File: config.mk
export PLATFORM = sky130hd
export DESIGN_NAME = cpu_seq_ctrl
export DESIGN_NICKNAME = d
export VERILOG_FILES = /design/src/rtl/cpu_seq_pkg.sv /design/src/rtl/seq_perf_cnt.sv /design/src/rtl/cpu_seq_ctrl.sv
export SDC_FILE = /design/constraint.sdc
export NUM_CORES = 1
export LEC_CHECK = 0
export CELL_PAD_IN_SITES_DETAIL_PLACEMENT = 2
export CELL_PAD_IN_SITES_GLOBAL_PLACEMENT = 2
export CORE_AREA = 8 8 144 146
export CTS_CLUSTER_DIAMETER = 40
export CTS_CLUSTER_SIZE = 20
export DETAILED_ROUTE_END_ITERATION = 10
export DIE_AREA = 0 0 152 154
export PLACE_DENSITY = 0.84
export SETUP_SLACK_MARGIN = 0.1
export SLEW_MARGIN = 20
export SYNTH_ARGS = -nofsm -noshare
export SYNTH_HDL_FRONTEND = slang
export SYNTH_SLANG_ARGS = --single-unit
File: constraint.sdc
create_clock -name clk -period 2 [get_ports clk]
set_input_delay 0.4 -clock clk [delete_from_list [all_inputs] [get_ports clk]]
set_output_delay 0.4 -clock clk [all_outputs]
set_load 0.1 [all_outputs]
File: src/rtl/cpu_seq_pkg.sv
// Shared types and constants for the fetch/execute sequencer.
package cpu_seq_pkg;

  typedef enum logic [2:0] {IDLE, REQ, RSP, EXEC, HALT, ERR} state_t;

  localparam logic [31:0] INST_NOP    = 32'h0000_0013;
  localparam logic [31:0] INST_EBREAK = 32'h0010_0073;

endpackage

File: src/rtl/seq_perf_cnt.sv
// Cycle and retired-instruction counters; compiled only when PERF_CNT_EN is defined.
// Both counters wrap modulo 2^CNT_W.
`ifdef PERF_CNT_EN
module seq_perf_cnt #(
  parameter int CNT_W = 64
) (
  input  logic             clk,
  input  logic             rst,
  input  logic             cyc_en,
  input  logic             ret_en,
  output logic [CNT_W-1:0] cycle_cnt,
  output logic [CNT_W-1:0] instret_cnt
);

  always_ff @(posedge clk or negedge rst) begin
    if (!rst) begin
      cycle_cnt   <= '0;
      instret_cnt <= '0;
    end else begin
      if (cyc_en) cycle_cnt <= cycle_cnt + CNT_W'(1);
      if (ret_en) instret_cnt <= instret_cnt + CNT_W'(1);
    end
  end

endmodule
`endif

File: src/rtl/cpu_seq_ctrl.sv
// Multi-cycle fetch/execute sequencer: REQ -> RSP -> EXEC per instruction, sticky HALT/ERR.
// Optional performance counters are enabled by defining PERF_CNT_EN.
module cpu_seq_ctrl
  import cpu_seq_pkg::*;
#(
  parameter int XLEN    = 32,
  parameter int TIMEOUT = 255,
  parameter int CNT_W   = 64
) (
  input  logic             clk,
  input  logic             rst,
  input  logic [XLEN-1:0]  pc,
  output logic             imem_req_valid,
  input  logic             imem_req_ready,
  output logic [XLEN-1:0]  imem_addr,
  input  logic             imem_rsp_valid,
  input  logic [31:0]      imem_rsp_data,
  output logic [31:0]      cmd,
  output logic             pc_wen,
  output logic             rf_wen_gate,
  output logic             halt,
  output logic             fetch_err,
  output logic [CNT_W-1:0] cycle_cnt,
  output logic [CNT_W-1:0] instret_cnt
);

  localparam int TW = (TIMEOUT > 1) ? $clog2(TIMEOUT) : 1;
  localparam logic [TW-1:0] TO_LAST = TW'(TIMEOUT - 1);

  state_t        state, state_nxt;
  logic [TW-1:0] to_cnt, to_cnt_nxt;
  logic [31:0]   cmd_nxt;
  logic          is_ebreak;

  assign is_ebreak = (cmd == INST_EBREAK);

  always_ff @(posedge clk or negedge rst) begin
    if (!rst) begin
      state  <= IDLE;
      to_cnt <= '0;
      cmd    <= INST_NOP;
    end else begin
      state  <= state_nxt;
      to_cnt <= to_cnt_nxt;
      cmd    <= cmd_nxt;
    end
  end

  always_comb begin
    state_nxt  = state;
    to_cnt_nxt = to_cnt;
    cmd_nxt    = cmd;
    case (state)
      IDLE: state_nxt = REQ;
      REQ: begin
        // Response is not sampled here; memory answers at least one cycle after accept.
        if (imem_req_ready) begin
          state_nxt  = RSP;
          to_cnt_nxt = '0;
        end
      end
      RSP: begin
        if (imem_rsp_valid) begin
          cmd_nxt   = imem_rsp_data;
          state_nxt = EXEC;
        end else if (to_cnt == TO_LAST) begin
          state_nxt = ERR;
        end else begin
          to_cnt_nxt = to_cnt + TW'(1);
        end
      end
      EXEC:    state_nxt = is_ebreak ? HALT : REQ;
      default: state_nxt = state;
    endcase
  end

  // Outputs decode straight from the state register so reset clears them immediately.
  assign imem_req_valid = (state == REQ);
  assign imem_addr      = pc;
  assign pc_wen         = (state == EXEC) && !is_ebreak;
  assign rf_wen_gate    = (state == EXEC) && !is_ebreak;
  assign halt           = (state == HALT);
  assign fetch_err      = (state == ERR);

`ifdef PERF_CNT_EN
  seq_perf_cnt #(.CNT_W(CNT_W)) u_perf (
    .clk         (clk),
    .rst         (rst),
    .cyc_en      ((state != HALT) && (state != ERR)),
    .ret_en      (state == EXEC),
    .cycle_cnt   (cycle_cnt),
    .instret_cnt (instret_cnt)
  );
`else
  assign cycle_cnt   = '0;
  assign instret_cnt = '0;
`endif

endmodule

==> impl_metrics.py, run 1 <==
metrics = {
    "status": {
        "status": "complete, but fails checks",
        "violations": "negative setup slack",
    },
    "timing": {
        "setup_violations": 2,
        "rsz0062_at_grt": "yes",
        "finalCriticalPeriod_ns": 2.181,
        "timing.fmax_ghz": 0.4584,
        "skew_ns": 0.004124,
        "finalCritPeriodShare_pct": 109.1,
        "drv_slew": 0,
        "hold_violations": 0,
        "fin_ws_ns": -0.1814,
        "setup-tns-final_ns": -0.3626,
    },
    "layout": {
        "syn_to_final_growth_pct": 26.18,
        "n_antenna_cell": 0,
        "finalNetCount": 443,
        "stdcell_area_sq_um": 3896,
        "layout_common_cells": "128 x conb_1, 54 x buf_4, 34 x clkdlybuf4s50_1",
        "fill_cells": 2126,
        "drive_above_1_share_pct": 33.69,
        "final_common_cell": "conb_1",
        "stdcell_count": 608,
    },
    "route": {
        "dr.pass1.iters": 3,
        "viasPerCell": 3.224,
        "drc": 0,
        "drtIter0Drc": 44,
        "totalWireLength_um": 9388,
        "wl_per_cell_um": 15.44,
        "antenna_left": 0,
        "vias": 1960,
    },
    "placement": {
        "preCtsSetupSlack_ns": -0.1680,
        "place_hpwl_um": 7671,
        "dpl_cell_area_sq_um": 3618,
        "gp_congestion": 0.7294,
        "post-place-cells": 592,
        "port_buffers": 72,
    },
    "die": {
        "start_util_pct": 16.73,
        "core-area_sq_um": 18460,
        "dieArea_sq_um": 23410,
        "die_width_um": 152,
        "boundaryPins": 265,
        "fp.dieH_um": 154,
        "rows": 50,
    },
    "setup_path": {
        "startpoint": "cmd[17]",
        "rr_endpoint": "to_cnt[7]",
        "worstPathRequired_ns": 1.60,
        "critical_path_class": "register to primary output",
        "r2r_start": "state[2]",
        "r2r_cells": 4,
        "cp-end-kind": "primary output",
        "crit_arrival_ns": 1.78,
        "crit_fanout": 3,
        "r2r_slack_ns": 0.24,
        "start_kind": "register",
    },
    "grt": {
        "grt_max_degree": 33,
        "antenna_found_initial": 0,
        "grt_overflow_total": 0,
        "grtUsageTotal_pct": 7.906,
        "grt_pass1_vias": 2357,
        "grt_pass1_wl_um": 14290,
    },
    "cts": {
        "clk_latency_ns": 0.29,
        "clockBufferDepth": 2,
        "clock-sinks": 43,
        "hold_buffers": 0,
        "cts_made_buffers": 5,
        "clk_pin_slew_ns": 0.07,
        "cts_tree": "built",
        "cts_root_buf": "clkbuf_16",
        "cts-htree-levels": 2,
    },
    "flow_run": {
        "maxCapViolCount": 0,
    },
    "worst_hold_path": {
        "min_path_type": "input pin to async pin",
    },
    "synthesis": {
        "async_flop_share_pct": 100.0,
        "synth_edf_count": 0,
        "yosysUniqueCellTypes": 35,
        "yosysSeqAreaShare_pct": 34.97,
        "ys_ff_latch": 43,
        "yosys_warnings": 0,
        "synth_flop_cell": "dfrtp_1",
        "synth_cells": 306,
        "syn_area_sq_um": 3088,
        "synth.avg_cell_area_sq_um": 10.09,
    },
}
==> Yosys cell counts (2+ instances only) <==
cell type | count | area share (%)
a21oi_1 | 5 | 0.81
buf_2 | 3 | 0.49
buf_4 | 161 | 39
clkbuf_1 | 2 | 0.24
dfrtp_1 | 40 | 32
dfstp_2 | 3 | 2.6
ha_1 | 2 | 0.81
inv_1 | 2 | 0.24
mux2_1 | 27 | 9.8
mux2_2 | 5 | 1.8
nand2_1 | 5 | 0.61
nand3_1 | 6 | 0.97
nand4_1 | 4 | 0.81
nor2_1 | 4 | 0.49
nor3_1 | 2 | 0.32
nor3b_1 | 3 | 0.73
nor4_1 | 5 | 1.0
o211ai_1 | 2 | 0.49
o21ai_0 | 7 | 1.1
or3_1 | 3 | 0.61
==> layer usage <==
metal | up-vias | wire [um] | part of all wire [%] | global-route usage, %
met3 | 27 | 759 | 8.1 | 3.195
met1 | 953 | 3407 | 36 | 7.647
met4 | 0 | 277 | 3.0 | 4.046
met5 | - | 0 | 0 | 0
met2 | 115 | 4944 | 53 | 14.37
li1 | 865 | - | - | -
==> cells by family after synthesis <==
family | Yosys count | share of synthesized area, %
other cells | 1 | 0.1214
mux | 33 | 11.99
simple gates | 40 | 8.145
flops | 43 | 34.97
fa+ha+maj | 2 | 0.8102
compound gates | 18 | 3.484
buf+inv | 169 | 40.48
==> worst max-delay path, cell delays in order, from the launching register on <==
cell	delay, ns
dfrtp_2	0.44
nor4_4	0.29
buf_4	0.14
nand4_1	0.09
buf_6	0.15
nor2_4	0.13
nor2_4	0.07
buf_12	0.17
==> worst max-delay path by stage <==
stage | to | slack, ns | depth (start not counted)
floorplan | rf_wen_gate | -0.17 | 5
global placement | pc_wen | -0.17 | 7
CTS | pc_wen | -0.24 | 6
global route | pc_wen | -0.31 | 7
detailed placement | pc_wen | -0.17 | 7
finish | pc_wen | -0.18 | 7
==> sequential cells by signal, summed over array words and instances, names as in the netlist <==
| signal | flops |
|---|---|
| to_cnt | 8 |
| cmd | 32 |
| state | 3 |
==> per-stage QoR <==
step	util (%)	hold WS (ns)
floorplan	-	0.1044
global placement	19.61	0.3520
detailed placement	19.61	0.3556
CTS	20.92	0.03679
global route	21.11	0.04771
finish	21.11	0.01116
==> layout make-up <==
cell class / count / area, sq um / area share (%)
Clock inverter: 3 / 25.02 / 0.6423
Inverter: 2 / 7.507 / 0.1927
Clock buffer: 5 / 125.1 / 3.211
Multi-Input combinational cell: 221 / 1345 / 34.52
Tap cell: 234 / 292.8 / 7.514
Sequential cell: 43 / 1139 / 29.22
Timing Repair Buffer: 100 / 962.2 / 24.69
==> repair_timing <==
item                       4_1_cts  5_1_grt
pin swaps                        6        4
resized for setup                9        2
setup endpoints to repair        2        4
setup buffers                    4        4
hold endpoints to repair         0        0
gates cloned                     0        0
Power of run 1 is left out: the tool's default activity adds up to more than one toggle a clock period on the data nets, which glitch-free logic cannot reach.
==> inputs of run 2 (changes only) <==
--- a/config.mk
+++ b/config.mk
@@ -9,7 +9,6 @@
 export CELL_PAD_IN_SITES_GLOBAL_PLACEMENT = 2
 export CORE_AREA = 8 8 144 146
 export CTS_CLUSTER_DIAMETER = 40
-export CTS_CLUSTER_SIZE = 20
 export DETAILED_ROUTE_END_ITERATION = 10
 export DIE_AREA = 0 0 152 154
 export PLACE_DENSITY = 0.84
==> results of run 2 <==
Same layout as run 1: the final DEF is identical, and so are final timing and power.
Power of run 2 is left out for the same reason.
